--- config.mk ---
export PLATFORM = sky130hd
export DESIGN_NAME = wr_rd_sequencer
export DESIGN_NICKNAME = d
export VERILOG_FILES = /design/src/rtl/wr_rd_seq_pkg.sv /design/src/rtl/seq_dly_cnt.sv /design/src/rtl/wr_rd_sequencer.sv
export SDC_FILE = /design/constraint.sdc
export NUM_CORES = 1
export LEC_CHECK = 0
export ABC_AREA = 0
export ABC_CLOCK_PERIOD_IN_PS = 2200
export CELL_PAD_IN_SITES_DETAIL_PLACEMENT = 1
export CELL_PAD_IN_SITES_GLOBAL_PLACEMENT = 1
export CORE_UTILIZATION = 45
export CTS_CLUSTER_DIAMETER = 200
export DETAILED_ROUTE_END_ITERATION = 12
export PLACE_DENSITY_LB_ADDON = 0.3
export SLEW_MARGIN = 10
export SYNTH_ARGS = -nofsm -noshare
export SYNTH_HDL_FRONTEND = slang
export SYNTH_SLANG_ARGS = --single-unit
export TNS_END_PERCENT = 10
--- constraint.sdc ---
create_clock -name clk -period 2.2 [get_ports clk]
set_clock_uncertainty 0.1 [all_clocks]
set_input_delay 0.33 -clock clk [delete_from_list [all_inputs] [get_ports clk]]
set_output_delay 0.33 -clock clk [all_outputs]
set_load 0.02 [all_outputs]
--- src/rtl/wr_rd_seq_pkg.sv ---
// Shared types and constants for the write/read sequencer.
// State encoding, counter widths, parameter limits and the delay-counter preload helper.
package wr_rd_seq_pkg;

    typedef enum logic [2:0] {
        IDLE,
        DLY,
        WR,
        GAP,
        RD,
        DONE,
        ERR
    } seq_state_t;

    localparam int DLY_W   = 4;
    localparam int TMO_W   = 8;
    localparam int HIT_W   = 8;
    localparam int DLY_MIN = 1;
    localparam int DLY_MAX = 15;
    localparam int TMO_MIN = 2;
    localparam int TMO_MAX = 255;

    // One cycle is spent entering the wait state and one registering the request,
    // so the counter only has to cover the remaining d-2 cycles.
    function automatic logic [DLY_W-1:0] cnt_preload(input int d);
        return (d >= 2) ? DLY_W'(d - 2) : '0;
    endfunction

endpackage

--- src/rtl/seq_dly_cnt.sv ---
// Loadable down-counter that stops at zero; expired is high while the count is zero.
module seq_dly_cnt
    import wr_rd_seq_pkg::*;
(
    input  logic             clk,
    input  logic             rst,
    input  logic             load,
    input  logic             en,
    input  logic [DLY_W-1:0] load_val,
    output logic             expired
);

    logic [DLY_W-1:0] cnt;

    always_ff @(posedge clk or negedge rst) begin
        if (!rst) begin
            cnt <= '0;
        end else if (load) begin
            cnt <= load_val;
        end else if (en && (cnt != '0)) begin
            cnt <= cnt - DLY_W'(1);
        end
    end

    assign expired = (cnt == '0);

endmodule

--- src/rtl/wr_rd_sequencer.sv ---
// Start-triggered write-then-read request sequencer with ack timeouts and synchronous abort.
// Optional handshake hit counters are built when SEQ_HIT_CNT_EN is defined.
//
// state | meaning
// IDLE  | waiting for a start rising edge
// DLY   | start-to-write delay running
// WR    | wr held, waiting for wr_ack (timeout armed)
// GAP   | write-to-read gap running
// RD    | rd held, waiting for rd_ack (timeout armed)
// DONE  | done pulse, back to IDLE
// ERR   | err pulse after ack timeout, back to IDLE
module wr_rd_sequencer
    import wr_rd_seq_pkg::*;
#(
    parameter int START_DLY = 2,
    parameter int WR_RD_GAP = 2,
    parameter int TMO       = 16
) (
    input  logic clk,
    input  logic rst,
    input  logic start,
    input  logic clr,
    input  logic wr_ack,
    input  logic rd_ack,
    output logic wr,
    output logic rd,
    output logic busy,
    output logic done,
    output logic err
`ifdef SEQ_HIT_CNT_EN
    ,
    output logic [HIT_W-1:0] hit_wr,
    output logic [HIT_W-1:0] hit_rd
`endif
);

    localparam logic [DLY_W-1:0] DLY_LD = cnt_preload(START_DLY);
    localparam logic [DLY_W-1:0] GAP_LD = cnt_preload(WR_RD_GAP);
    localparam logic [TMO_W-1:0] TMO_LD = TMO_W'(TMO - 1);

    seq_state_t       state;
    logic             start_q;
    logic             armed;
    logic             rise;
    logic [TMO_W-1:0] tmo_cnt;
    logic             dly_exp;
    logic             gap_exp;

    // armed blocks a start held high through reset release from looking like a rise
    assign rise = start && !start_q && armed;

    seq_dly_cnt u_dly_cnt (
        .clk      (clk),
        .rst      (rst),
        .load     ((state == IDLE) && rise && !clr),
        .en       (state == DLY),
        .load_val (DLY_LD),
        .expired  (dly_exp)
    );

    seq_dly_cnt u_gap_cnt (
        .clk      (clk),
        .rst      (rst),
        .load     ((state == WR) && wr_ack && !clr),
        .en       (state == GAP),
        .load_val (GAP_LD),
        .expired  (gap_exp)
    );

    always_ff @(posedge clk or negedge rst) begin
        if (!rst) begin
            state   <= IDLE;
            wr      <= 1'b0;
            rd      <= 1'b0;
            busy    <= 1'b0;
            done    <= 1'b0;
            err     <= 1'b0;
            tmo_cnt <= '0;
            start_q <= 1'b0;
            armed   <= 1'b0;
        end else begin
            start_q <= start;
            armed   <= 1'b1;
            done    <= 1'b0;
            err     <= 1'b0;
            if (clr) begin
                state <= IDLE;
                wr    <= 1'b0;
                rd    <= 1'b0;
                busy  <= 1'b0;
            end else begin
                case (state)
                    IDLE: if (rise) begin
                        busy <= 1'b1;
                        if (START_DLY <= 1) begin
                            state   <= WR;
                            wr      <= 1'b1;
                            tmo_cnt <= TMO_LD;
                        end else begin
                            state <= DLY;
                        end
                    end
                    DLY: if (dly_exp) begin
                        state   <= WR;
                        wr      <= 1'b1;
                        tmo_cnt <= TMO_LD;
                    end
                    WR: if (wr_ack) begin
                        wr <= 1'b0;
                        if (WR_RD_GAP <= 1) begin
                            state   <= RD;
                            rd      <= 1'b1;
                            tmo_cnt <= TMO_LD;
                        end else begin
                            state <= GAP;
                        end
                    end else if (tmo_cnt == '0) begin
                        state <= ERR;
                        wr    <= 1'b0;
                        err   <= 1'b1;
                    end else begin
                        tmo_cnt <= tmo_cnt - TMO_W'(1);
                    end
                    GAP: if (gap_exp) begin
                        state   <= RD;
                        rd      <= 1'b1;
                        tmo_cnt <= TMO_LD;
                    end
                    RD: if (rd_ack) begin
                        state <= DONE;
                        rd    <= 1'b0;
                        done  <= 1'b1;
                    end else if (tmo_cnt == '0) begin
                        state <= ERR;
                        rd    <= 1'b0;
                        err   <= 1'b1;
                    end else begin
                        tmo_cnt <= tmo_cnt - TMO_W'(1);
                    end
                    DONE, ERR: begin
                        state <= IDLE;
                        busy  <= 1'b0;
                    end
                    default: begin
                        state <= IDLE;
                        wr    <= 1'b0;
                        rd    <= 1'b0;
                        busy  <= 1'b0;
                    end
                endcase
            end
        end
    end

`ifdef SEQ_HIT_CNT_EN
    localparam logic [HIT_W-1:0] HIT_MAX = '1;

    // clr wins over a same-cycle ack, so an aborted handshake is not counted
    always_ff @(posedge clk or negedge rst) begin
        if (!rst) begin
            hit_wr <= '0;
            hit_rd <= '0;
        end else begin
            if ((state == WR) && wr_ack && !clr && (hit_wr != HIT_MAX)) begin
                hit_wr <= hit_wr + HIT_W'(1);
            end
            if ((state == RD) && rd_ack && !clr && (hit_rd != HIT_MAX)) begin
                hit_rd <= hit_rd + HIT_W'(1);
            end
        end
    end
`endif

endmodule

* Word level (Yosys, flattened, before mapping)
Index checks and enable logic that the tools add are counted.
Widths: inputs -> output; s select.
** Storage, ports and cells
- Bits in registers :: 26
- Input bits :: 6
- Output and inout port bits :: 5
- Word-level logic and storage cells :: 98
** Operators by class
- Add/subtract/negate cells :: 3
- Equality and inequality tests :: 18
- Multiplexer cells :: 38
- Bitwise gates (word level) :: 1
- Reduce and logical (&&, ||, !) cells :: 27
** Operators by type and width (number)
- $mux 8 :: 5
- $pmux 8 s4 :: 1
- $mux 3 :: 7
- $mux 1 :: 16
- $mux 4 :: 4
- $pmux 3 s5 :: 1
- $reduce_bool 4->1 :: 3
- $reduce_or 5->1 :: 2
- $eq 3x3->1 const B :: 3
- $ne 3x3->1 const B :: 3
- $reduce_and 3->1 :: 3
- $logic_and 1x1->1 :: 8
- $logic_not 4->1 :: 2
- $logic_not 8->1 :: 1
- $ne 2x2->1 const B :: 4
- $sub 4x1->4 const B :: 2
- $sub 8x1->8 const B :: 1
- $eq 3x2->1 const B :: 2
- $ne 2x1->1 const B :: 3
- $pmux 1 s3 :: 2
- $reduce_and 6->1 :: 1
- $ne 4x3->1 const B :: 1
- $ne 4x4->1 const B :: 1
- $pmux 1 s2 :: 2
- other kinds (7) :: 9

* Logic depth before layout (Yosys ltp)
Gate-level depths: netlist (run 1).
- Depth in word-level cells :: 6
- Depth in mapped cells :: 8
- Depth with buffers taken out :: 7

* Hierarchy
Synthesis (run 1) repeated with hierarchy kept, for this count alone.
** Second synthesis, totals
- Cells, all modules :: 181
- Area, all modules :: 1686.6 um^2
** By module, submodules not included
- wr_rd_sequencer :: instances 1, cells each 127, area each 1146.1 um^2, seq. area each 450.4 um^2
- seq_dly_cnt :: instances 2, cells each 27, area each 270.3 um^2, seq. area each 100.1 um^2

* Worst setup path after synthesis (run 1)
No wires, ideal clock.
- Path kind :: flip-flop to flip-flop
- Start point :: register u_dly_cnt.cnt[0]
- End point :: register tmo_cnt[0]
- Setup time :: 0.082 ns
- Arrival :: 1.594 ns
- Data required time :: 2.018 ns
- Path slack :: 0.424 ns
- Stages on the path, launching flop included :: 9
- Path buffers :: 1
- Clock period less this slack :: 1.776 ns
- Cells stage by stage :: dfrtp_1 > inv_1 > ha_1 > inv_1 > o311ai_4 > o2111a_2 > buf_6 > a21oi_1 > a31oi_1
** Between the ends
- Cells in the longest elaborated chain, start to end :: 3
** RTL lines
- start: declaration :: line seq_dly_cnt.sv:13 : logic [DLY_W-1:0] cnt;
- start signal: assignment :: line seq_dly_cnt.sv:19 : cnt <= load_val;
- start signal: assignment :: line seq_dly_cnt.sv:21 : cnt <= cnt - DLY_W'(1);
- $logic_not 4->1 :: line seq_dly_cnt.sv:25 : assign expired = (cnt == '0);
- $ne 2x2->1 (no source line)
- $reduce_and 6->1 (no source line)
- end signal: assignment :: line wr_rd_sequencer.sv:122 : tmo_cnt <= tmo_cnt - TMO_W'(1);
- end signal: assignment :: line wr_rd_sequencer.sv:138 : tmo_cnt <= tmo_cnt - TMO_W'(1);
- end: declaration :: line wr_rd_sequencer.sv:45 : logic [TMO_W-1:0] tmo_cnt;
No other way between the ends.
A chain may end at the register's enable or synchronous reset.

* Worst setup path in the final report (run 1)
- Start point :: register u_gap_cnt.cnt[0]
- End point :: register tmo_cnt[1]
** Between the ends
- Cells in the longest elaborated chain, start to end :: 3
** RTL lines (line)
- start: declaration :: seq_dly_cnt.sv:13
- start signal: assignment :: seq_dly_cnt.sv:19
- start signal: assignment :: seq_dly_cnt.sv:21
- $logic_not 4->1 :: seq_dly_cnt.sv:25
- $ne 2x2->1 (no source line)
- $reduce_and 6->1 (no source line)
No other way between the ends.

==> summary.md, run 1 <==
| Metric | Value |
|---|---|
| Final core utilization | `0.512` |
| Final Hold Slack | `roughly 0.24 ns` |
| Vias in the first global route | `~1300` |
| Post-synthesis sequential area ratio | `0.415` |
| Fin crit period | `1.97 ns` |
| Crit Path Max Fanout | `10` |
| Layout area overhead | `9.02%` |
| Syn Inst Count | `164` |
| Total CTS buffers | `3` |
| Area occupied by multi-input gates | `between 700 and 800 um^2` |
| Asr flop ratio synth | `1.00` |
| Total Routing Usage GR | `0.217` |
| Leakage | `around 0.68 nW` |
| Cell taking the most area after synthesis | `dfrtp_1` |
| Largest family of logic cells by synthesized area | `simple AND/OR/NAND/NOR gates` |
| Count leader, synth | `dfrtp_1` |
| Top post-synthesis cells by count | `26 x dfrtp_1, 25 x nor2_1, 13 x a21oi_1` |
| Crit path kind | `reg -> reg` |
| Nets | `185` |
| Sequential share of power | `0.488` |
| Die W | `just over 60 um` |
| CTS clk-pin slew, worst paths | `approximately 0.16 ns` |
| GR Layer Usage met2 | `0.390` |
| Die height | `approximately 60 um` |
| CTS resizes | `0` |
| Clock Power Share | `0.168` |
| CTS H-tree lvls | `1` |
| Dpl ws | `0.190 ns` |
| Inst Count DP | `between 200 and 250` |
| Die area | `approximately 3700 um^2` |
| Register Area | `~650 um^2` |
| Unique masters post-synth | `48` |
| Synth Area in Simple Gates | `0.253` |
| Pwr Density | `~880 nW/um^2` |
| Hold WC Path Type | `in -> async` |
| ANT cells | `0` |
| Mux share of post-synthesis cell area | `0` |
| Clock sink total | `26` |
| Initial antenna violation count | `0` |
| Status | `finished, final reports clean` |
| Post-CTS setup buffer count | `0` |
| Fillers | `slightly above 400` |
| Ports | `11` |
| Port Buf Inserts | `10` |
| Share of cells above drive strength 1 | `0.132` |
| Max Clk Rate | `between 500 and 600 MHz` |
| YS warnings | `0` |
| Detailed Route WL | `approximately 3.4 mm` |
| RSZ-0062 raised after global routing | `no` |
| Final instance count without filler cells | `220` |
| Clock Tree Buf Depth | `2` |
| Startpoint Class | `register` |
| Critical path capture point type | `register` |
| Synth Area in Compound Gates | `0.176` |
| Met3 usage | `0.0252` |
| Grt ovf | `0` |
| Comb pwr share | `0.344` |
| Max-Cap Viols | `0` |
| Top cells by area, synth | `dfrtp_1 42%, nor2_1 6.0%, a21oi_1 4.2%` |
| Yosys top cell area share | `0.415` |
| Post-synthesis register bit count | `26` |
| Skew-Pair Late Insertion Delay | `about 0.33 ns` |
| DRT Pass-1 Iters | `4` |
| Internal power | `between 0.9 and 1 mW` |
| GP Congestion | `a little over 0.8` |
| Primary FF master, synth | `dfrtp_1` |
| CTS Hold Bufs | `0` |
| Largest net degree at the start of global routing | `27` |
| Avg Inst Size Synth | `roughly 9.6 um^2` |
| Syn_nets | `roughly 170` |
| Xor/xnor share of the synthesized area | `0.0391` |
| DRC | `0` |
| Routed vias | `roughly 1200` |
| Core Region | `between 3000 and 4000 um^2` |
| CTS tree | `built` |
| Row count | `21` |
| Post-Synth Adder-Cell Area | `0.0319` |
| Crit path DAT | `approximately 2.1 ns` |
| Worst EP required | `about 2.4 ns` |
| Final hold vios | `0` |
| Wire per inst | `~16 um` |
| Number of flops mapped to enable cells by yosys | `0` |
| Switching power | `approximately 0.6 mW` |
| Initial Util | `0.470` |
| Clock root buffer | `clkbuf_4` |
| ANT nets after route | `0` |
| Worst-Margin Slew | `~0.57 ns` |
| Busiest grt layer | `met2` |
| DR vias/cell | `~5.6` |
| Post-route setup TNS | `0 ns` |
| Synthesized area | `1570 um^2` |
| Detail Placement HPWL | `2.63 mm` |
| Net Sw Frac | `0.386` |
| Setup ws final | `roughly 0.23 ns` |
| VDD IR max | `429 uV` |
| Max-slew headroom | `0.616` |
| Final setup fails | `0` |
| First-pass GRT wire length | `about 6.0 mm` |
| Fin crit share | `0.895` |
| Count of pins over their slew limit | `0` |
| Starting DRT DRC Count | `31` |
| Met1 Use GR | `0.277` |
final timing paths:
kind	start	endpoint	slack (ns)	cells after the start
setup reg to reg	u_gap_cnt.cnt[0]	tmo_cnt[1]	0.23	7
hold / removal	rst	tmo_cnt[5]	0.24	2
hold reg to reg	tmo_cnt[0]	tmo_cnt[0]	0.43	1
max in group asynchronous	rst	state[2]	1.49	2
min in group clk	start	start_q	0.37	1
setup / recovery	u_gap_cnt.cnt[0]	tmo_cnt[1]	0.23	7
per-stage QoR:
stage	instance area (um^2)	power [mW]
final	1710	1.51
after global routing	1710	1.64
after CTS	1710	1.52
after detailed placement	1670	1.27
after global placement	1670	1.23
after floorplan	1570	1.14
layout by cell type (no fill, tap or decap), types with 3 or more instances in the layout:
cell type,count
buf_4,4
a21oi_1,13
ha_1,4
dfrtp_1,25
xnor2_1,6
o21ai_0,5
nor3_1,5
nand2_1,10
o211ai_1,3
inv_1,12
a31oi_1,7
nor2_1,25
clkdlybuf4s50_1,10
clkbuf_4,3
nor4_1,4
registers in the layout (all words and copies together), names as in the netlist, 3 cells and up:
| register | flops |
|---|---|
| u_dly_cnt.cnt | 4 |
| state | 3 |
| u_gap_cnt.cnt | 4 |
| tmo_cnt | 8 |
power by group through the flow:
| stage | clock, mW | combinational (mW) | sequential, mW |
|---|---|---|---|
| finish | 0.253 | 0.520 | 0.738 |
| global placement | 0 | 0.496 | 0.736 |
| global route | 0.273 | 0.606 | 0.757 |
| floorplan | 0 | 0.432 | 0.703 |
| CTS | 0.258 | 0.528 | 0.737 |
| detailed placement | 0 | 0.526 | 0.748 |
worst max-delay path, cell delays in order (launching register included):
cell and delay [ns]:
dfrtp_1 0.41, inv_1 0.09, ha_1 0.17, or3b_4 0.42, nand2_4 0.12, o2111a_2 0.34, a21oi_1 0.11, a31oi_1 0.14
cell families (layout without fill, tap and decap cells):
kind of cell / after synthesis / count (layout)
flip-flops: 26 / 26
buffers and inverters: 20 / 30
adder cells (fa/ha/maj): 4 / 4
XOR/XNOR: 7 / 7
other: 1 / 1
AND/OR/NAND/NOR: 67 / 67
AO/OA/AOI/OAI: 39 / 39
per-layer routing:
metal  part of all wire  vias up
li1                   -      599
met1               0.46      613
met2               0.51       12
met3              0.019        4
met4              0.010        0
met5                  0        -
final cells by class:
type,instances,area share
flip-flops and latches,26,0.381
repair buffers,14,0.0761
multi-input cells,118,0.461
well taps,46,0.0337
inverters,12,0.0264
clock buffers,4,0.0212
Power figures use the tool's default switching activity.
==> run 2, diff against run 1 <==
Settings changed: SLEW_MARGIN 10 to not set.
==> results of run 2 <==
Final layout, timing and power as in run 1 (identical DEF).
